<file path="config.mk">
export PLATFORM = sky130hd
export DESIGN_NAME = mips_multicycle_ctrl
export DESIGN_NICKNAME = d
export VERILOG_FILES = /design/src/rtl/mips_multicycle_ctrl.sv
export SDC_FILE = /design/constraint.sdc
export NUM_CORES = 1
export LEC_CHECK = 0
export CAP_MARGIN = 30
export CELL_PAD_IN_SITES_DETAIL_PLACEMENT = 1
export CELL_PAD_IN_SITES_GLOBAL_PLACEMENT = 1
export CORE_ASPECT_RATIO = 0.9
export CORE_MARGIN = 3
export CORE_UTILIZATION = 39
export DETAILED_ROUTE_END_ITERATION = 8
export PLACE_DENSITY = 0.85
export SYNTH_ARGS = -nofsm -noshare
export SYNTH_HDL_FRONTEND = slang
export SYNTH_SLANG_ARGS = --single-unit
</file>
<file path="constraint.sdc">
create_clock -name clk -period 2.1 [get_ports clk]
set_input_delay 0.21 -clock clk [delete_from_list [all_inputs] [get_ports clk]]
set_output_delay 0.21 -clock clk [all_outputs]
set_load 0.02 [all_outputs]
</file>
<file path="src/rtl/mips_multicycle_ctrl.sv">
// Multi-cycle IDLE/DECODE/EXEC/MEM/WB sequencer driving the top_register datapath.
// Define MEM_TIMEOUT_EN to bound the MEM wait to TIMEOUT_CYCLES cycles.
module mips_multicycle_ctrl #(
  parameter int unsigned TIMEOUT_CYCLES = 16
) (
  input  logic        clk,
  input  logic        rst_n,
  input  logic [31:0] instr,
  input  logic        instr_valid,
  output logic        instr_ready,
  input  logic        mem_ready,
  input  logic        alu_zero,
  output logic [4:0]  Ra,
  output logic [4:0]  Rb,
  output logic [4:0]  Rd,
  output logic [15:0] immediate_oprand,
  output logic [4:0]  shamt,
  output logic [2:0]  alu_ctrl,
  output logic        mux_alu_b_sel,
  output logic        mux_data_in_sel,
  output logic        RegWrite,
  output logic        mem_read,
  output logic        mem_write,
  output logic        branch_taken,
  output logic        illegal_instr,
  output logic        mem_timeout
);
  typedef enum logic [2:0] {S_IDLE, S_DECODE, S_EXEC, S_MEM, S_WB} state_t;

  state_t      state_q, state_d;
  logic [31:0] instr_q, instr_d;
  logic        instr_ready_q, instr_ready_d;
  logic [4:0]  ra_q, ra_d, rb_q, rb_d, rd_q, rd_d, shamt_q, shamt_d;
  logic [15:0] imm_q, imm_d;
  logic [2:0]  alu_q, alu_d;
  logic        bsel_q, bsel_d, dsel_q, dsel_d, regwrite_q, regwrite_d;
  logic        mem_read_q, mem_read_d, mem_write_q, mem_write_d;
  logic        branch_q, branch_d, illegal_q, illegal_d;

  logic        dec_legal, dec_rtype, dec_lw, dec_sw, dec_beq, dec_bsel;
  logic [2:0]  dec_alu;

`ifdef MEM_TIMEOUT_EN
  localparam int CNT_W = $clog2(TIMEOUT_CYCLES + 1);
  logic [CNT_W-1:0] cnt_q, cnt_d;
  logic             mem_timeout_q, mem_timeout_d;
`endif

  // The latched word is decoded continuously; it is stable from DECODE through WB.
  always_comb begin
    dec_legal = 1'b1;
    dec_rtype = 1'b0;
    dec_lw    = 1'b0;
    dec_sw    = 1'b0;
    dec_beq   = 1'b0;
    dec_bsel  = 1'b1;
    dec_alu   = 3'd0;
    case (instr_q[31:26])
      6'h00: begin
        dec_rtype = 1'b1;
        dec_bsel  = 1'b0;
        case (instr_q[5:0])
          6'h20:   dec_alu = 3'd0;
          6'h22:   dec_alu = 3'd1;
          6'h24:   dec_alu = 3'd2;
          6'h25:   dec_alu = 3'd3;
          6'h2A:   dec_alu = 3'd4;
          6'h00:   dec_alu = 3'd5;
          6'h02:   dec_alu = 3'd6;
          default: dec_legal = 1'b0;
        endcase
      end
      6'h08:   dec_alu = 3'd0;
      6'h0C:   dec_alu = 3'd2;
      6'h0D:   dec_alu = 3'd3;
      6'h23:   dec_lw  = 1'b1;
      6'h2B:   dec_sw  = 1'b1;
      6'h04: begin
        dec_beq  = 1'b1;
        dec_bsel = 1'b0;
        dec_alu  = 3'd1;
      end
      default: dec_legal = 1'b0;
    endcase
  end

  always_comb begin
    state_d       = state_q;
    instr_d       = instr_q;
    instr_ready_d = instr_ready_q;
    ra_d          = ra_q;
    rb_d          = rb_q;
    rd_d          = rd_q;
    shamt_d       = shamt_q;
    imm_d         = imm_q;
    alu_d         = alu_q;
    bsel_d        = bsel_q;
    dsel_d        = dsel_q;
    mem_read_d    = mem_read_q;
    mem_write_d   = mem_write_q;
    regwrite_d    = 1'b0;
    branch_d      = 1'b0;
    illegal_d     = 1'b0;
`ifdef MEM_TIMEOUT_EN
    cnt_d         = cnt_q;
    mem_timeout_d = 1'b0;
`endif
    case (state_q)
      S_IDLE: begin
        if (instr_ready_q && instr_valid) begin
          instr_d       = instr;
          instr_ready_d = 1'b0;
          state_d       = S_DECODE;
        end else begin
          instr_ready_d = 1'b1;
        end
      end
      S_DECODE: begin
        ra_d    = instr_q[25:21];
        rb_d    = instr_q[20:16];
        imm_d   = instr_q[15:0];
        shamt_d = instr_q[10:6];
        if (!dec_legal) begin
          illegal_d = 1'b1;
          state_d   = S_IDLE;
        end else begin
          rd_d    = dec_rtype ? instr_q[15:11] : instr_q[20:16];
          alu_d   = dec_alu;
          bsel_d  = dec_bsel;
          state_d = S_EXEC;
        end
      end
      S_EXEC: begin
        if (dec_beq) begin
          branch_d = alu_zero;
          state_d  = S_IDLE;
        end else if (dec_lw || dec_sw) begin
          mem_read_d  = dec_lw;
          mem_write_d = dec_sw;
`ifdef MEM_TIMEOUT_EN
          cnt_d       = '0;
`endif
          state_d     = S_MEM;
        end else begin
          regwrite_d = (rd_q != 5'd0);
          dsel_d     = 1'b0;
          state_d    = S_WB;
        end
      end
      S_MEM: begin
        if (mem_ready) begin
          mem_read_d  = 1'b0;
          mem_write_d = 1'b0;
          if (dec_lw) begin
            regwrite_d = (rd_q != 5'd0);
            dsel_d     = 1'b1;
            state_d    = S_WB;
          end else begin
            state_d = S_IDLE;
          end
        end
`ifdef MEM_TIMEOUT_EN
        else if (cnt_q == CNT_W'(TIMEOUT_CYCLES - 1)) begin
          mem_read_d    = 1'b0;
          mem_write_d   = 1'b0;
          mem_timeout_d = 1'b1;
          state_d       = S_IDLE;
        end else begin
          cnt_d = cnt_q + 1'b1;
        end
`endif
      end
      S_WB:    state_d = S_IDLE;
      default: state_d = S_IDLE;
    endcase
  end

  always_ff @(posedge clk or negedge rst_n) begin
    if (!rst_n) begin
      state_q       <= S_IDLE;
      instr_q       <= '0;
      instr_ready_q <= 1'b0;
      ra_q          <= '0;
      rb_q          <= '0;
      rd_q          <= '0;
      shamt_q       <= '0;
      imm_q         <= '0;
      alu_q         <= '0;
      bsel_q        <= 1'b0;
      dsel_q        <= 1'b0;
      regwrite_q    <= 1'b0;
      mem_read_q    <= 1'b0;
      mem_write_q   <= 1'b0;
      branch_q      <= 1'b0;
      illegal_q     <= 1'b0;
`ifdef MEM_TIMEOUT_EN
      cnt_q         <= '0;
      mem_timeout_q <= 1'b0;
`endif
    end else begin
      state_q       <= state_d;
      instr_q       <= instr_d;
      instr_ready_q <= instr_ready_d;
      ra_q          <= ra_d;
      rb_q          <= rb_d;
      rd_q          <= rd_d;
      shamt_q       <= shamt_d;
      imm_q         <= imm_d;
      alu_q         <= alu_d;
      bsel_q        <= bsel_d;
      dsel_q        <= dsel_d;
      regwrite_q    <= regwrite_d;
      mem_read_q    <= mem_read_d;
      mem_write_q   <= mem_write_d;
      branch_q      <= branch_d;
      illegal_q     <= illegal_d;
`ifdef MEM_TIMEOUT_EN
      cnt_q         <= cnt_d;
      mem_timeout_q <= mem_timeout_d;
`endif
    end
  end

  assign instr_ready      = instr_ready_q;
  assign Ra               = ra_q;
  assign Rb               = rb_q;
  assign Rd               = rd_q;
  assign immediate_oprand = imm_q;
  assign shamt            = shamt_q;
  assign alu_ctrl         = alu_q;
  assign mux_alu_b_sel    = bsel_q;
  assign mux_data_in_sel  = dsel_q;
  assign RegWrite         = regwrite_q;
  assign mem_read         = mem_read_q;
  assign mem_write        = mem_write_q;
  assign branch_taken     = branch_q;
  assign illegal_instr    = illegal_q;
`ifdef MEM_TIMEOUT_EN
  assign mem_timeout      = mem_timeout_q;
`else
  assign mem_timeout      = 1'b0;
`endif
endmodule

</file>
==> run metrics <==
outcome finished clean; Max Cap Violations 0; Core Area 8223 µm²; Avg Cell Area, Syn between 10 and 15 µm²; CP bufs+invs 0; reg-to-reg startpoint instr_q[29]; setup violators final 0; TritonCTS Buffers 9; final hold vios 0; first-pass GRT wire length 12960 µm; Netlist cell types 45; Clock transition at path regs around 0.08 ns; antenna fix cells 0; drt wl/cell about 18 µm; largest net degree at the start of global routing about 50; detailed placement HPWL 5508 µm; Finished Layout Cells ~450; Cells after Synth 241; crit-path max FO 10; DR vias/cell 5.018; chip height 94.08 µm; area grow syn2layout 35.24%; area of the multi-input gates 1330 µm²; final setup skew between 0.01 and 0.015 ns; final worst-path cycle share 93.32%; # port buffers 83; GRT Overall Usage between 10% and 20%; peak per-stage delay on the critical path 0.51 ns; Worst EP arrival approximately 2.2 ns; critical path class reg2reg; TritonCTS Sinks 77; grt total ovfl 0; Antenna Violating Nets Remaining 0; DIE AREA 9772 µm²; mapped cell area 3362 µm²; TritonCTS clock tree done; share of cells above drive strength 1 30.00%; Critical Path Start instr_q[29]; Seq/Total Area, Yosys 57.31%; initial antenna violation count 0; Synth Flop Type dfrtp_1; Reg area between 1500 and 2000 µm²; unrepaired setup endpoints after global routing false; Slew Limit Fails 0; Via Count 2233; root buf cell clkbuf_8; Hold Crit Class in2async; minimum clock period 1.960 ns; H-tree levels 3; drt total wl between 7000 and 8000 µm; Ys Warns 0; worst path cell trace nor4_4, nand4b_2, o22ai_4, mux2_4; Largest delay share family, worst path simple AND/OR/NAND/NOR gates; Starting Density 40.89%; Max Clk Rate between 0.5 and 0.6 GHz; Worst setup EP type flip-flop; R2R cell count 4; Std-Cell Rows 31; GP Congestion 0.7951; Syn Nets roughly 280; Fillers 860; clk buf depth 2; worst skew pair latency around 0.35 ns; Startpoint Class flip-flop; Die X a little over 100 µm; DR iter-0 viols 76; Worst-Margin Slew 0.5091 ns; maximum VDD drop 0.7034 mV; Leak 1.858 nW; WP data required about 2.3 ns; I/O Pins between 80 and 90; TNS Setup 0 ns; Min Hold Slack 0.3287 ns; layout net count 363; Post-synth EDFFs 0; slowest cell on the critical path dfrtp_1; vias in the first global route about 2400; reg2reg setup slack 0.14 ns; terminus of the critical flop-to-flop path alu_ctrl[0]; Async SR Flop Fraction 100.0%; first-pass detailed-route iteration total 4; Max-slew headroom 66.06%; DRC 0; Power Density 1672 nW/µm²; Seq cells post-synth 77; Post-Place Cells 429
## through the flow
step	util (%)	setup WS (ns)	instance area (µm²)	power (mW)
after floorplan	-	0.3419	3362	4.957
after global placement	52.31	0.2220	4302	6.154
after detailed placement	52.31	0.1388	4302	6.313
after CTS	55.30	0.1209	4547	7.705
after global routing	55.30	0.02493	4547	8.068
final	55.30	0.1403	4547	7.603
## cell families (layout without fill, tap and decap cells)
family	Yosys count	count (layout)	share of synthesized area [%]
AOI/OAI and AO/OA	27	27	6.141
other	1	1	0.1115
DFF	77	77	57.31
muxes	68	68	23.67
buffers and inverters	20	109	3.312
xor gates and xnor gates	2	2	0.5211
and+or+nand+nor	46	46	8.932
## synthesized netlist by cell type (2+ instances only)
cell	instances	area (µm²)
o41ai_1	2	17.52
mux2_1	2	22.52
o31ai_1	2	15.01
nand2b_1	4	25.02
dfrtp_1	77	1927
nand4_1	2	12.51
buf_2	8	40.04
mux2_4	8	120.1
a22oi_1	2	15.01
xnor2_1	2	17.52
nand4b_1	2	17.52
inv_1	4	15.01
buf_4	7	52.55
nor4_4	2	42.54
o21ai_0	8	40.04
mux2_2	58	653.1
a21oi_1	2	10.01
nor4_1	2	12.51
nand2_1	9	33.78
nand3_1	2	10.01
nor2_1	8	30.03
nor3_1	5	25.02
## worst reg2reg max path: cells and delay by family, from the launching register on
kind	cells	cell delay (ns)
AOI/OAI and AO/OA	1	0.44
DFF	1	0.51
muxes	1	0.34
and+or+nand+nor	2	0.56
## cell type report
cell class / count / share of cell area, %
multi-input cells: 144 / 29.25
inverters: 4 / 0.3302
repair buffers: 90 / 19.70
flip-flops and latches: 77 / 42.38
well taps: 115 / 3.165
clock inverters: 6 / 2.449
clock buffers: 9 / 2.724
## what timing repair did
item | CTS | global route
resized for setup | 0 | 0
hold buffers | 1 | 0
hold endpoints to repair | 29 | 0
endpoints found under the setup margin | 0 | 0
buffers inserted | 0 | 0
## layer usage
layer  global-route usage (%)  up-vias  wire length [µm]  part of all wire [%]
met4                    5.316        0               121                   1.5
met3                    6.048       11               452                   5.7
met2                    28.79       73              3980                    50
met1                    20.64     1121              3337                    42
met5                        0        -                 0                     0
li1                         -     1028                 -                     -
## cells in the final DEF, fill, tap and decap left out, types with 3 or more instances in the layout
cell type        count
nand2b_1             4
o21ai_0              8
clkbuf_8             9
nand2_1              9
dfrtp_1             77
mux2_2              58
nor3_1               5
buf_4                6
bufinv_16            3
inv_1                4
clkdlybuf4s50_1     82
mux2_4               8
nor2_1               8
## flip-flops by register name (all words and copies together), names as in the netlist, 3 cells and up
signal	count
Rb	5
instr_q	32
Rd	5
immediate_oprand	12
state_q	3
Ra	5
shamt	4
alu_ctrl	3
## report_power, final
group / total [mW] / switching, mW / internal, mW
Sequential: 2.82 / 0.629 / 2.19
Combinational: 3.45 / 1.56 / 1.89
Clock: 1.33 / 0.542 / 0.785
Total: 7.60 / 2.73 / 4.87
## how the worst max path moves through the flow
| stage | to | slack [ns] | cells past startpoint |
|---|---|---|---|
| global route | alu_ctrl[0] | 0.02 | 4 |
| floorplan | alu_ctrl[0] | 0.34 | 5 |
| detailed placement | Rd[1] | 0.14 | 4 |
| global placement | mux_alu_b_sel | 0.22 | 4 |
| finish | alu_ctrl[0] | 0.14 | 4 |
| CTS | Rd[0] | 0.12 | 4 |
No activity file was read; power rests on OpenSTA's default activity.
